==> src/rtl/sips4_prog_loader.sv <==
// SIPS4 program loader: receives a framed byte stream, assembles 16-bit words,
// writes them to instruction memory and holds the core until the checksum passes.
//
// Ports:
//   clk, rst_n            clock, async active-low reset
//   start                 one-cycle pulse that begins or restarts a load
//   rx_data/valid/ready   8-bit byte stream with valid/ready handshake
//   imem_waddr/wdata/wen  instruction memory write port
//   cpu_hold              core stall
//   load_done/load_err    result of the last load
module sips4_prog_loader #(
   parameter int unsigned ADDR_W    = 4,
   parameter int unsigned DATA_W    = 16,
   parameter logic [7:0]  SYNC_BYTE = 8'hA5
) (
   input  logic              clk,
   input  logic              rst_n,
   input  logic              start,
   input  logic [7:0]        rx_data,
   input  logic              rx_valid,
   output logic              rx_ready,
   output logic [ADDR_W-1:0] imem_waddr,
   output logic [DATA_W-1:0] imem_wdata,
   output logic              imem_wen,
   output logic              cpu_hold,
   output logic              load_done,
   output logic              load_err
);

   localparam int unsigned CNT_W = ADDR_W + 1;
   localparam logic [7:0]  MAX_N = 8'(1 << ADDR_W);

   typedef enum logic [3:0] {
      S_IDLE, S_HDR, S_CNT, S_HI, S_LO, S_WR, S_CHK, S_DONE, S_ERR
   } state_t;

   state_t              state_q, state_d;
   logic [ADDR_W-1:0]   addr_q, addr_d;
   logic [DATA_W-1:0]   wdata_q, wdata_d;
   logic [7:0]          hi_q, hi_d;
   logic [7:0]          chk_q, chk_d;
   logic [CNT_W-1:0]    n_q, n_d;
   logic [CNT_W-1:0]    cnt_q, cnt_d;
   logic                hold_q, hold_d;
   logic                done_q, done_d;
   logic                err_q, err_d;
   logic                acc;

   // start wins over a byte offered in the same cycle, so refuse it
   assign rx_ready = !start &&
                     (state_q inside {S_HDR, S_CNT, S_HI, S_LO, S_CHK});
   assign acc      = rx_valid && rx_ready;

   assign imem_waddr = addr_q;
   assign imem_wdata = wdata_q;
   assign imem_wen   = (state_q == S_WR);
   assign cpu_hold   = hold_q;
   assign load_done  = done_q;
   assign load_err   = err_q;

   always_comb begin
      state_d = state_q;
      addr_d  = addr_q;
      wdata_d = wdata_q;
      hi_d    = hi_q;
      chk_d   = chk_q;
      n_d     = n_q;
      cnt_d   = cnt_q;
      hold_d  = hold_q;
      done_d  = done_q;
      err_d   = err_q;
      if (start) begin
         state_d = S_HDR;
         hold_d  = 1'b1;
         done_d  = 1'b0;
         err_d   = 1'b0;
         addr_d  = '0;
         chk_d   = '0;
         cnt_d   = '0;
      end else begin
         unique case (state_q)
            S_HDR: if (acc && rx_data == SYNC_BYTE) state_d = S_CNT;
            S_CNT: if (acc) begin
               if (rx_data != 8'd0 && rx_data <= MAX_N) begin
                  n_d     = rx_data[CNT_W-1:0];
                  state_d = S_HI;
               end else begin
                  err_d   = 1'b1;
                  state_d = S_ERR;
               end
            end
            S_HI: if (acc) begin
               hi_d    = rx_data;
               chk_d   = chk_q ^ rx_data;
               state_d = S_LO;
            end
            S_LO: if (acc) begin
               chk_d   = chk_q ^ rx_data;
               wdata_d = DATA_W'({hi_q, rx_data});
               state_d = S_WR;
            end
            S_WR: begin
               addr_d  = addr_q + 1'b1;
               cnt_d   = cnt_q + 1'b1;
               state_d = (cnt_d == n_q) ? S_CHK : S_HI;
            end
            S_CHK: if (acc) begin
               if (rx_data == chk_q) begin
                  hold_d  = 1'b0;
                  done_d  = 1'b1;
                  state_d = S_DONE;
               end else begin
                  err_d   = 1'b1;
                  state_d = S_ERR;
               end
            end
            default: ;
         endcase
      end
   end

   always_ff @(posedge clk or negedge rst_n) begin
      if (!rst_n) begin
         state_q <= S_IDLE;
         addr_q  <= '0;
         wdata_q <= '0;
         hi_q    <= '0;
         chk_q   <= '0;
         n_q     <= '0;
         cnt_q   <= '0;
         hold_q  <= 1'b0;
         done_q  <= 1'b0;
         err_q   <= 1'b0;
      end else begin
         state_q <= state_d;
         addr_q  <= addr_d;
         wdata_q <= wdata_d;
         hi_q    <= hi_d;
         chk_q   <= chk_d;
         n_q     <= n_d;
         cnt_q   <= cnt_d;
         hold_q  <= hold_d;
         done_q  <= done_d;
         err_q   <= err_d;
      end
   end

endmodule

==> config.mk <==
export PLATFORM = sky130hd
export DESIGN_NAME = sips4_prog_loader
export DESIGN_NICKNAME = d
export VERILOG_FILES = /design/src/rtl/sips4_prog_loader.sv
export SDC_FILE = /design/constraint.sdc
export NUM_CORES = 1
export LEC_CHECK = 0
export CORE_ASPECT_RATIO = 0.9
export CORE_MARGIN = 10
export CORE_UTILIZATION = 58
export DETAILED_ROUTE_END_ITERATION = 6
export GPL_TIMING_DRIVEN = 0
export MAX_ROUTING_LAYER = met4
export PLACE_DENSITY = 0.9
export RECOVER_POWER = 100
export REMOVE_ABC_BUFFERS = 1
export SLEW_MARGIN = 15
export SYNTH_ARGS = -nofsm -noshare
export SYNTH_HDL_FRONTEND = slang
export SYNTH_SLANG_ARGS = --single-unit
==> constraint.sdc <==
create_clock -name clk -period 3.6 [get_ports clk]
set_clock_uncertainty 0.2 [all_clocks]
set_input_delay 0.36 -clock clk [delete_from_list [all_inputs] [get_ports clk]]
set_output_delay 0.36 -clock clk [all_outputs]
set_load 0.02 [all_outputs]
==> results.yml <==
logic_synthesis:
  yosys-top-cells-area: "dfrtp_1, mux2_2, xor2_1, nor2_1, xnor2_1"
  syn_area_mm2: 0.002584
  synth_area_leader_cell: "dfrtp_1"
  avgSynthCellArea_um2: 11.48
  ys_types: 45
  ys_seq_area_share_pct: 51.33
  netlist_instances: 225
  synth-edff-count: 0
  synthArstFlopShare_pct: 100.0
  synth_flop_cell: "dfrtp_1"
  yosys.area.top_type_share_pct: 51.33
  yosys_warnings: 0
  synthMostInstantiatedCell: "dfrtp_1"
  synth_common_cells: "dfrtp_1, mux2_2, xor2_1"
  yosys_register_bits: 53
grt:
  overflow: 0
  track_usage_pct: 14.09
  grt_pass1_vias: 1801
  antenna_found_initial: 0
  gr-usage-met1_pct: 16.47
  grt_max_degree: 37
  grt_pass1_wl_um: 8638
  use_met3_pct: 3.597
  top_usage_layer: "met2"
  grt_use_met2_pct: 23.49
critical_path:
  ff2ff_setup_slack_ns: 1.03
  worstReg2RegEnd: "imem_wdata[4]"
  r2r.worst_path.cells: 5
  worst-path-buf-inv: 2
  cp.required_ns: 3.04
  cp-end-kind: "primary output"
  path_delay_family: "buffers and inverters"
  startpoint_type: "primary input"
  cp_max_fo: 24
  r2r-start: "state_q[0]"
  cp_slowest_cell: "dlygate4sd3_1"
  cpPeakStageDelay_ns: 1.16
  worstSetupPathType: "in -> out"
  crit_chain: "dlygate4sd3_1, nor2_1, nand2_1, nor2_1, dlygate4sd3_1"
  crit_arrival_ns: 2.53
sta:
  setup_tns_ns: 0
  setup_viol_count_final: 0
  finalMaxSlewViolations: 37
  finalCritPeriodShare_pct: 85.85
  period_minus_slack_ns: 3.091
  tightest_slew_ns: 1.553
  fmax_ghz: 0.3236
  rsz0062_at_grt: "no"
  slew_headroom_pct: -3.515
  timing.hold.ws_ns: 0.2870
  hold_viol: 0
clock_network:
  cts_root_buf: "clkbuf_8"
  clkLatencyLatePin_ns: 0.30
  clock-sinks: 53
  cts_tree: "yes"
  clockBufferDepth: 2
  htree_levels: 2
  clkTransAtPathRegs_ns: 0.09
  cts_buffers: 5
  cts_resized: 0
floorplanning:
  core_mm2: 0.004184
  num_rows: 22
  die_y_um: 83.32
  die_w_um: 90.36
  num_io_pins: 37
  fp.dieArea_mm2: 0.007528
  start_util_pct: 61.75
detailed_routing:
  first_pass_iters: 4
  vias: 1782
  vias_per_cell: 5.551
  drc: 0
  ant_nets: 0
  drt_iter0_markers: 127
  drt-total-wl_um: 5201
  wl_per_cell_um: 16.20
worst_hold_path:
  whs_path_depth: 1
  hold_path_end: "cpu_hold"
  hold_class: "reg -> reg"
  hold_start: "cpu_hold"
cells_and_area:
  layout-drive-gt1-share_pct: 14.56
  stdcell_area_mm2: 0.003077
  antenna_cells: 0
  utilization_pct: 73.53
  area_growth_pct: 19.08
  fin_nets: 274
placed_design:
  routabilityCongestion: 0.8335
  place_hpwl_um: 3775
  io_buffer_count: 36
  placed_cell_area_mm2: 0.002970
pwr:
  irDropWorstVdd_uv: 472.3
  leakage_nw: 1.504
  p_per_area_mw_per_mm2: 574.2
job:
  cap_violations: 1
outcome:
  violations: "capacitance limit, slew limit"
  outcome: "complete, but fails checks"
-- worst max path at each step --
stage	startpoint	endpoint	slack, ns	depth (start not counted)
after global routing	rst_n	state_q[3]	0.26	3
after floorplan	rx_data[3]	n_q[0]	1.66	5
after global placement	rst_n	imem_waddr[3]	0.48	1
final	start	rx_ready	0.51	5
after CTS	start	rx_ready	0.61	5
after detailed placement	start	imem_wdata[4]	0.47	6
-- cells by family (layout without fill, tap and decap cells) --
| kind of cell | after synthesis | after routing | synth area share [%] |
|---|---|---|---|
| AND/OR/NAND/NOR | 72 | 72 | 14.48 |
| buffers and inverters | 15 | 51 | 3.195 |
| multiplexers | 32 | 32 | 13.80 |
| flip-flops | 53 | 53 | 51.33 |
| XOR/XNOR | 32 | 32 | 10.85 |
| AO/OA/AOI/OAI | 19 | 19 | 5.375 |
| adder cells (fa/ha/maj) | 2 | 2 | 0.9684 |
-- report_power, final --
part,internal (mW),leakage (nW),switching (mW)
logic,0.242,0.718,0.249
registers,0.713,0.718,0.0997
clock network,0.276,0.0681,0.187
-- registers in the layout, summed over array words and instances (netlist names) --
signal and flops:
cpu_hold 1, n_q 5, load_err 1, imem_wdata 16, cnt_q 5, imem_waddr 4, load_done 1, state_q 4
chk_q 8, hi_q 8
-- metal layers --
metal	vias to the layer above	share of wire, %
met5	-	0
met4	0	1.3
met3	9	4.4
met2	39	51
met1	890	44
li1	844	-
-- final cells by class --
class / instances / area [µm²]
flip-flops and latches: 53 / 1326
fillers: 302 / 1107
clock inverters: 3 / 65.06
inverters: 5 / 18.77
well taps: 60 / 75.07
repair buffers: 38 / 376.6
clock buffers: 5 / 68.82
multi-input cells: 157 / 1146
-- per-stage QoR --
stage                     cells  setup slack (ns)  power [mW]
after floorplan             215             1.659       1.138
after global placement      311            0.4803       1.319
after detailed placement    312            0.4662       1.352
after CTS                   321            0.6137       1.813
after global routing        321            0.2555       1.849
final                       321            0.5094       1.767
-- placed cells by master (no fill, tap or decap), drive strengths merged, types with 2 or more instances in the layout --
master / n
nor2: 24
a21o: 2
a211oi: 2
dfrtp: 53
nor2b: 3
xnor2: 8
inv: 5
dlygate4sd3: 28
and2b: 2
a21boi: 2
ha: 2
nand3: 4
mux2: 29
clkbuf: 6
mux2i: 3
nor4: 5
xor2: 24
nand4: 6
nand2: 17
a21oi: 3
nor3: 3
clkdlybuf4s50: 8
bufinv: 2
o21ai: 4
-- repair_timing --
| action | CTS | global route |
|---|---|---|
| setup buffers | 0 | 0 |
| hold buffers | 1 | 0 |
| hold endpoints to repair | 17 | 0 |
Power figures use the tool's default switching activity.
